<file path="src/rtl/ulpi_pkg.sv">
// Shared ULPI definitions: sequencer state encoding, register-write command header, USB3300 register map.
package ulpi_pkg;

    typedef enum logic [2:0] {
        ST_STARTUP = 3'd0,
        ST_ISSUE   = 3'd1,
        ST_ACK     = 3'd2,
        ST_BUSY    = 3'd3,
        ST_FAIL    = 3'd4,
        ST_NEXT    = 3'd5,
        ST_DONE    = 3'd6,
        ST_ERROR   = 3'd7
    } seq_state_t;

    localparam logic [1:0] ULPI_CMD_REGW = 2'b10;

    localparam logic [5:0] REG_FUNC_CTRL = 6'h04;
    localparam logic [5:0] REG_OTG_CTRL  = 6'h0A;
    localparam logic [5:0] REG_IFC_CTRL  = 6'h07;

endpackage

</file>
<file path="src/rtl/ulpi_seq_timer.sv">
// 8-bit loadable down-counter, saturating at zero; zero flag is combinational from the count.
// Latency: load takes effect on the next edge; count reaches zero value+1 cycles after load.
// Backpressure: none; free-running decrement whenever not loading.
module ulpi_seq_timer #(
    parameter logic [7:0] RST_VAL = 8'd0
) (
    input  logic       clk_ULPI,
    input  logic       rst,
    input  logic       load,
    input  logic [7:0] value,
    output logic       zero
);

    logic [7:0] cnt;

    always_ff @(posedge clk_ULPI) begin
        if (rst) begin
            cnt <= RST_VAL;
        end else if (load) begin
            cnt <= value;
        end else if (cnt != 8'd0) begin
            cnt <= cnt - 8'd1;
        end
    end

    assign zero = (cnt == 8'd0);

endmodule

</file>
<file path="src/rtl/ulpi_init_seq.sv">
// ULPI PHY power-up sequencer: startup delay, then one register write per table entry with retry.
// Latency: first wr_PrW STARTUP_CYCLES+1 cycles after reset release; 2 cycles from busy fall to next PrW.
// Backpressure: DIR=1 holds the issue; engine busy is bounded by a watchdog that aborts and retries.
module ulpi_init_seq
    import ulpi_pkg::*;
#(
    parameter int                      N_WRITES       = 3,
    parameter logic [N_WRITES*6-1:0]   INIT_ADDRS     = {REG_FUNC_CTRL, REG_OTG_CTRL, REG_IFC_CTRL},
    parameter logic [N_WRITES*8-1:0]   INIT_VALS      = {8'h48, 8'h06, 8'h00},
    parameter int                      STARTUP_CYCLES = 16,
    parameter int                      TIMEOUT_CYCLES = 255,
    parameter int                      MAX_RETRY      = 2
) (
    input  logic       clk_ULPI,
    input  logic       rst,
    input  logic       start,
    input  logic       DIR,
    input  logic       wr_busy,
    output logic       wr_PrW,
    output logic [5:0] wr_ADDR,
    output logic [7:0] wr_REG_VAL,
    output logic       wr_abort,
    output logic [3:0] idx,
    output logic       done,
    output logic       error
);

    if (N_WRITES < 1 || N_WRITES > 16 || STARTUP_CYCLES < 1 || STARTUP_CYCLES > 256 ||
        TIMEOUT_CYCLES < 4 || TIMEOUT_CYCLES > 256 || MAX_RETRY < 0 || MAX_RETRY > 15) begin : g_bad_param
        $error("ulpi_init_seq: parameter out of range");
    end

    localparam logic [3:0] LAST_IDX  = 4'(N_WRITES - 1);
    localparam logic [3:0] RETRY_MAX = 4'(MAX_RETRY);
    localparam logic [7:0] ACK_WAIT  = 8'd3;
    localparam logic [7:0] BUSY_WAIT = 8'(TIMEOUT_CYCLES - 1);

    // Table padded to 16 entries so the 4-bit index selects without range issues.
    logic [5:0] addr_tab [16];
    logic [7:0] val_tab  [16];

    for (genvar g = 0; g < 16; g++) begin : g_tab
        if (g < N_WRITES) begin : g_used
            assign addr_tab[g] = INIT_ADDRS[(N_WRITES-1-g)*6 +: 6];
            assign val_tab[g]  = INIT_VALS[(N_WRITES-1-g)*8 +: 8];
        end else begin : g_pad
            assign addr_tab[g] = 6'd0;
            assign val_tab[g]  = 8'd0;
        end
    end

    seq_state_t state, state_nxt;
    logic [3:0] idx_nxt;
    logic [3:0] retry, retry_nxt;
    logic       tmr_load;
    logic [7:0] tmr_val;
    logic       tmr_zero;

    ulpi_seq_timer #(
        .RST_VAL (8'(STARTUP_CYCLES - 1))
    ) u_timer (
        .clk_ULPI (clk_ULPI),
        .rst      (rst),
        .load     (tmr_load),
        .value    (tmr_val),
        .zero     (tmr_zero)
    );

    always_comb begin
        state_nxt = state;
        idx_nxt   = idx;
        retry_nxt = retry;
        tmr_load  = 1'b0;
        tmr_val   = 8'd0;
        case (state)
            ST_STARTUP: if (tmr_zero) state_nxt = ST_ISSUE;
            ST_ISSUE: begin
                if (!DIR) begin
                    tmr_load  = 1'b1;
                    tmr_val   = ACK_WAIT;
                    state_nxt = ST_ACK;
                end
            end
            ST_ACK: begin
                if (wr_busy) begin
                    tmr_load  = 1'b1;
                    tmr_val   = BUSY_WAIT;
                    state_nxt = ST_BUSY;
                end else if (tmr_zero) begin
                    state_nxt = ST_FAIL;
                end
            end
            ST_BUSY: begin
                if (!wr_busy)      state_nxt = ST_NEXT;
                else if (tmr_zero) state_nxt = ST_FAIL;
            end
            ST_FAIL: begin
                if (retry < RETRY_MAX) begin
                    retry_nxt = retry + 4'd1;
                    state_nxt = ST_ISSUE;
                end else begin
                    state_nxt = ST_ERROR;
                end
            end
            ST_NEXT: begin
                retry_nxt = 4'd0;
                if (idx == LAST_IDX) begin
                    state_nxt = ST_DONE;
                end else begin
                    idx_nxt   = idx + 4'd1;
                    state_nxt = ST_ISSUE;
                end
            end
            ST_DONE, ST_ERROR: begin
                if (start) begin
                    idx_nxt   = 4'd0;
                    retry_nxt = 4'd0;
                    state_nxt = ST_ISSUE;
                end
            end
            default: state_nxt = ST_STARTUP;
        endcase
    end

    // Address/value registers follow idx on the same edge, so they hold through the whole write.
    always_ff @(posedge clk_ULPI) begin
        if (rst) begin
            state      <= ST_STARTUP;
            idx        <= 4'd0;
            retry      <= 4'd0;
            wr_ADDR    <= addr_tab[0];
            wr_REG_VAL <= val_tab[0];
        end else begin
            state      <= state_nxt;
            idx        <= idx_nxt;
            retry      <= retry_nxt;
            wr_ADDR    <= addr_tab[idx_nxt];
            wr_REG_VAL <= val_tab[idx_nxt];
        end
    end

    assign wr_PrW   = (state == ST_ISSUE) && !DIR;
    assign wr_abort = (state == ST_FAIL);
    assign done     = (state == ST_DONE);
    assign error    = (state == ST_ERROR);

endmodule

</file>
<file path="config.mk">
export PLATFORM = sky130hd
export DESIGN_NAME = ulpi_init_seq
export DESIGN_NICKNAME = d
export VERILOG_FILES = /design/src/rtl/ulpi_pkg.sv /design/src/rtl/ulpi_seq_timer.sv /design/src/rtl/ulpi_init_seq.sv
export SDC_FILE = /design/constraint.sdc
export NUM_CORES = 1
export LEC_CHECK = 0
export BUFFER_PORTS_ARGS = -buffer_cell sky130_fd_sc_hd__buf_4
export CORE_ASPECT_RATIO = 0.6
export CORE_UTILIZATION = 30
export CTS_BUF_LIST = sky130_fd_sc_hd__clkbuf_4
export DETAILED_ROUTE_END_ITERATION = 8
export GPL_ROUTABILITY_DRIVEN = 0
export PLACE_DENSITY = 0.52
export SETUP_SLACK_MARGIN = 0.05
export SLEW_MARGIN = 20
export SYNTH_ARGS = -nofsm -noshare
export SYNTH_HDL_FRONTEND = slang
export SYNTH_SLANG_ARGS = --single-unit
export TNS_END_PERCENT = 1
</file>
<file path="constraint.sdc">
create_clock -name clk_ULPI -period 2.8 [get_ports clk_ULPI]
set_input_delay 0.14 -clock clk_ULPI [delete_from_list [all_inputs] [get_ports clk_ULPI]]
set_output_delay 0.14 -clock clk_ULPI [all_outputs]
set_load 0.01 [all_outputs]
</file>
Word level (Yosys, flattened, before mapping)
Memories as Yosys holds them, arrays and structs flattened. A register that Yosys moved wholly into a read port is not among the register bits.
Cells that the tools add are included.
{ "op_classes": {"n_eq_ne": 12, "order_cmp": 1, "mux": 23, "n_bitwise": 1, "add_sub_neg": 3, "reduce_logical": 10} }
{ "ops": {"columns": ["cell", "count"], "rows": [
  ["3-bit two-way mux", 8],
  ["8-bit two-way mux", 3],
  ["3-bit one-hot mux with 7 select lines", 1],
  ["4-bit two-way mux", 4],
  ["8-bit one-hot mux with 2 select lines", 1],
  ["3-bit equality test (second input constant)", 4],
  ["4-bit one-hot mux with 3 select lines", 1],
  ["4-bit by 1-bit adder with 4-bit output (second input constant)", 2],
  ["8-bit zero test", 1],
  ["4-bit one-hot mux with 2 select lines", 1],
  ["8-bit nonzero test", 1],
  ["8-bit by 1-bit subtractor with 8-bit output (second input constant)", 1],
  ["3-bit by 2-bit equality test with 1-bit output (second input constant)", 2],
  ["2-bit != test (second input constant)", 3],
  ["3-bit AND reduction", 2],
  ["4-bit inverter with 5-bit output", 1],
  ["4-bit by 2-bit equality test with 1-bit output (second input constant)", 1],
  ["4-bit by 2-bit less-than comparator with 1-bit output (second input constant)", 1],
  ["3-bit by 1-bit equality test with 1-bit output (second input constant)", 1],
  ["3-bit zero test", 1],
  ["3-bit nonzero test", 1],
  ["1-bit two-way mux", 2],
  ["2-bit two-way mux", 1],
  ["2-bit by 1-bit != test with 1-bit output (second input constant)", 1],
  ["other kinds (5)", 5]
]} }
{ "word_totals": {"input_bits": 5, "wordCells": 56, "mem_count": 2, "ff_bits": 19, "out_inout_bits": 22, "mem_bits_ro": 224} }
{ "memory_table": {"columns": ["name", "depth", "width", "rd", "rd_clocked_by_memory_dff", "wr", "line_no", "source"], "rows": [
  ["(no name shown)", 16, 8, 1, 1, 0, "ulpi_init_seq.sv:138", "wr_REG_VAL <= val_tab[idx_nxt];"],
  ["(no name shown)", 16, 6, 1, 1, 0, "ulpi_init_seq.sv:137", "wr_ADDR <= addr_tab[idx_nxt];"]
]} }

Depth between registers and ports, before layout
{ "logic_depth": {"depth_word": 4, "depth_mapped": 9, "mapped_depth_nobuf": 9} }

By module
A second synthesis with hierarchy kept.
{ "hier_totals": {"cells_unflattened": 174, "area_unflattened_um2": 1540.2} }
{ "by_module_without_submodules": {"columns": ["mod", "area_each_um2", "cells_each", "n_inst"], "rows": [
  ["ulpi_init_seq", 1094.8, 122, 1],
  ["ulpi_seq_timer", 445.4, 52, 1]
]} }

Least setup slack after synthesis
OpenSTA, ideal clock, no wires.
{ "synth_path": {"path_type": "reg2reg", "from": "register idx[1]", "to": "register wr_ADDR[1]", "setup_ns": 0.139, "required_ns": 2.661, "t_arrival_ns": 1.910, "setup_slack_ns": 0.751, "stages_incl_launch_ff": 8, "path_cell_list": "dfxtp_1 -> ha_1 -> or3b_4 -> or2_0 -> a31oi_2 -> inv_2 -> ha_1 -> nor3b_1"} }
{ "synth_between": {"elab_chain_len": 4} }
{ "synth_rtl": {"columns": ["element", "line_no", "source"], "rows": [
  ["start: declaration", "ulpi_init_seq.sv:23", "output logic [3:0] idx,"],
  ["start signal: assignment", "ulpi_init_seq.sv:135", "idx <= idx_nxt;"],
  ["4-bit by 1-bit adder with 4-bit output / 4-bit by 2-bit equality test with 1-bit output (equally long branches)", "ulpi_init_seq.sv:110, ulpi_init_seq.sv:107", null],
  ["4-bit two-way mux", "ulpi_init_seq.sv:107", "if (idx == LAST_IDX) begin"],
  ["4-bit one-hot mux with 2 select lines (*)", "ulpi_init_seq.sv:75", "case (state)"],
  ["4-bit inverter with 5-bit output (implied by the code) (*)", "ulpi_init_seq.sv:137", null],
  ["end: declaration", "ulpi_init_seq.sv:20", "output logic [5:0] wr_ADDR,"]
]} }
Every way passes the cells marked *; elsewhere a longest branch is shown, timed or not.
A chain may end at the register's enable or synchronous reset.

Worst setup path after layout
Same ends and word-level chain as after synthesis.

==> results.md <==
* Area occupied by multi-input gates at ~830 sq um
* Fill cells at 466
* #FFs+latches synth at 24
* Global-route wire length before repair at 5.35 mm
* Initial antenna violation count at 0
* Final core occ at 37.0%
* Most common cell after layout, fill and taps aside: dfxtp_1
* Via count at 1194
* Worst endpoint data arrival time at around 2.4 ns
* Clock slew seen by the registers of the worst setup and hold paths at 0.14 ns
* Port bufs at 20
* Post-synth top area share at between 30 and 40%
* # DRC at 0
* Layout cells sized above 1 at a little under a fifth
* Most frequent cells in the layout: 24 x dfxtp_1, 20 x buf_4, 18 x nor2_1
* MaxCap Viol Count at 0
* Final setup viols at 0
* Worst slew margin at a little under three fifths
* Drt wl/cell at 13.7 um
* Area grow syn2layout at 12.8%
* Setup TNS at 0 ns
* Simple-gate share of the synthesized area at ~25%
* Sequential area share after synthesis at between 30% and 40%
* Cell taking the most area after synthesis: dfxtp_1
* F_max at approximately 460 MHz
* Clk Tree Root Cell: clkbuf_4
* Status: completed
* Worst-path fanout max at 6
* CTS tree: done
* Main combinational cell family by area after synthesis: simple AND/OR/NAND/NOR gates
* Pleak at 0.000634 uW
* R2R Path Start: idx[1]$_SDFF_PP0_
* Critical path class: register to register
* Final ANT Viol Nets at 0
* Row cnt at 18
* Initial DRC count at 102
* Core area at 4320 sq um
* GRT Util Overall at 13.4%
* Startpoint Class: register
* Fraction of registers with async set/reset at 0%
* H-tree depth at 1
* Number of setup buffers added after CTS at 0
* Vias per cell at 4.93
* Cell depth of the worst flop-to-flop path at 7
* Register area at 480 sq um
* Worst setup path endpoint: wr_ADDR[1]$_SDFF_PP0_
* Resized cells post-CTS at 0
* Fin. max-slew vios at 0
* Minimum clock period at 2.17 ns
* Synth Area in Compound Gates at around a fifth
* Post-DP HPWL at roughly 2.6 mm
* Post-synth cell types at slightly below 50
* Fin crit share at 77.5%
* # diodes at 0
* CP Launch Point: idx[1]$_SDFF_PP0_
* Worst hold path class: input port to register
* Longest Clk Path Bufs at 2
* Die Ht at around 55 um
* Vias in the first global route at 1054
* Post-Syn Area at 1420 sq um
* Cells taking the most area after synthesis: dfxtp_1 34%, ha_1 5.3%, buf_4 4.8%
* Die W at a little over 90 um
* Largest net degree at the start of global routing at 25
* Endpoints failing hold at 0
* Critical path capture point type: register
* Total CTS buffers at 3
* Post-Synth Adder-Cell Area at 5.30%
* Worst-Skew Late Latency at 0.32 ns
* WHS Path Cells at 3
* VDD IR-drop max at 0.122 mV
* Clock sinks at 24
* Average cell area after synthesis at 8.49 sq um
* Critical Path RT at 2.99 ns
* TritonRoute pass-1 iters at 4
* Mux share of post-synthesis cell area at 1.41%
* Worst-margin pin slew at 0.646 ns
* Design area at 1600 sq um
* Routed Wire Length at 3.31 mm
* Synth Instances at 167
* I/O pin count at 27
* Slack of the worst reg-to-reg path at 0.63 ns
* DIE AREA at between 5000 and 6000 sq um
* Synth Warn # at 0
* Initial Util at 32.8%
* Skew final at 0.0124 ns
* Placed Area at 1570 sq um
* RSZ-0062 raised after global routing: no
* Power per Cell Area at 369 nW/um^2
* Synth Area in XOR/XNOR at ~4.9%
* RR Endpoint: wr_ADDR[1]$_SDFF_PP0_
* CTS Hold Bufs at 0
* Nets at just under 200
* Total gr overflow at 0
* Post-synth EDFFs at 0
* Synth Flop Type: dfxtp_1
layout make-up:
cell class / instances / area share (%)
multi-input combinational: 124 / 51.9
inverter: 10 / 2.35
sequential: 24 / 30.0
timing repair buffer: 20 / 9.39
clock inverter: 1 / 0.235
tap: 60 / 4.69
clock buffer: 3 / 1.41
how the worst min path moves through the flow:
| stage | start | slack (ns) | endpoint |
|---|---|---|---|
| after floorplan | rst | 0.21 | wr_REG_VAL[2]$_SDFF_PP0_ |
| after global placement | start | 0.47 | state[1]$_SDFFE_PP0P_ |
| after detailed placement | start | 0.48 | state[1]$_SDFFE_PP0P_ |
| after CTS | start | 0.11 | state[1]$_SDFFE_PP0P_ |
| after global routing | start | 0.14 | state[1]$_SDFFE_PP0P_ |
| final | start | 0.13 | state[1]$_SDFFE_PP0P_ |
kinds of logic after synthesis:
logic type               after synthesis
other                                  1
buffers and inverters                 24
XOR/XNOR                               8
AO/OA/AOI/OAI                         42
AND/OR/NAND/NOR                       60
adder cells (fa/ha/maj)                6
multiplexers                           2
flip-flops                            24
power breakdown:
group | internal [uW] | leakage, uW | switching (uW) | total (uW)
sequential | 351 | 0.000195 | 11.8 | 363
combinational | 31.9 | 0.000424 | 36.2 | 68.1
clock | 52.2 | 0.0000154 | 107 | 159
stage by stage:
step,setup slack [ns],power (uW),hold WS (ns),cells
detailed placement,0.682,439,0.480,238
global placement,0.753,437,0.470,238
finish,0.629,590,0.126,242
CTS,0.641,603,0.115,242
global route,0.516,624,0.138,242
floorplan,0.751,419,0.211,172
routing by layer:
metal	share of wire (%)	GRT usage (%)	vias up
met2	41	18.9	33
met3	5.0	3.58	2
met1	53	19.8	542
met4	0.42	3.23	0
met5	0	0	-
li1	-	-	617
worst max-delay path, stage by stage, from the launching register on:
cell	delay (ns)
dfxtp_1	0.45
ha_1	0.17
or3b_4	0.40
or2_0	0.23
a31oi_2	0.27
inv_2	0.09
ha_1	0.29
nor3b_1	0.13
synth_stat cells, types with 2 or more instances:
library cell  instances
o21bai_1              2
o31a_1                3
xnor2_1               3
a21oi_1               6
buf_2                 2
a2111oi_0             2
nor2_1               18
nand2_1               9
o21ai_0              10
mux2i_1               2
dfxtp_1              24
ha_1                  6
a2bb2oi_1             2
o21ai_1               3
nor3b_1               3
nand2b_1              3
or3_1                 3
nor4_1                2
clkbuf_1              3
inv_1                 8
o31ai_1               2
xor2_1                5
inv_2                 2
nor3_1                8
buf_4                 9
nand3_1               3
o22ai_1               2
flip-flops by register name, indices dropped and copies added (netlist names):
signal / flops
u_timer.cnt: 8
idx: 4
retry: 4
state: 3
wr_ADDR: 3
wr_REG_VAL: 2
Note: power is estimated with default switching activity, not from simulation.
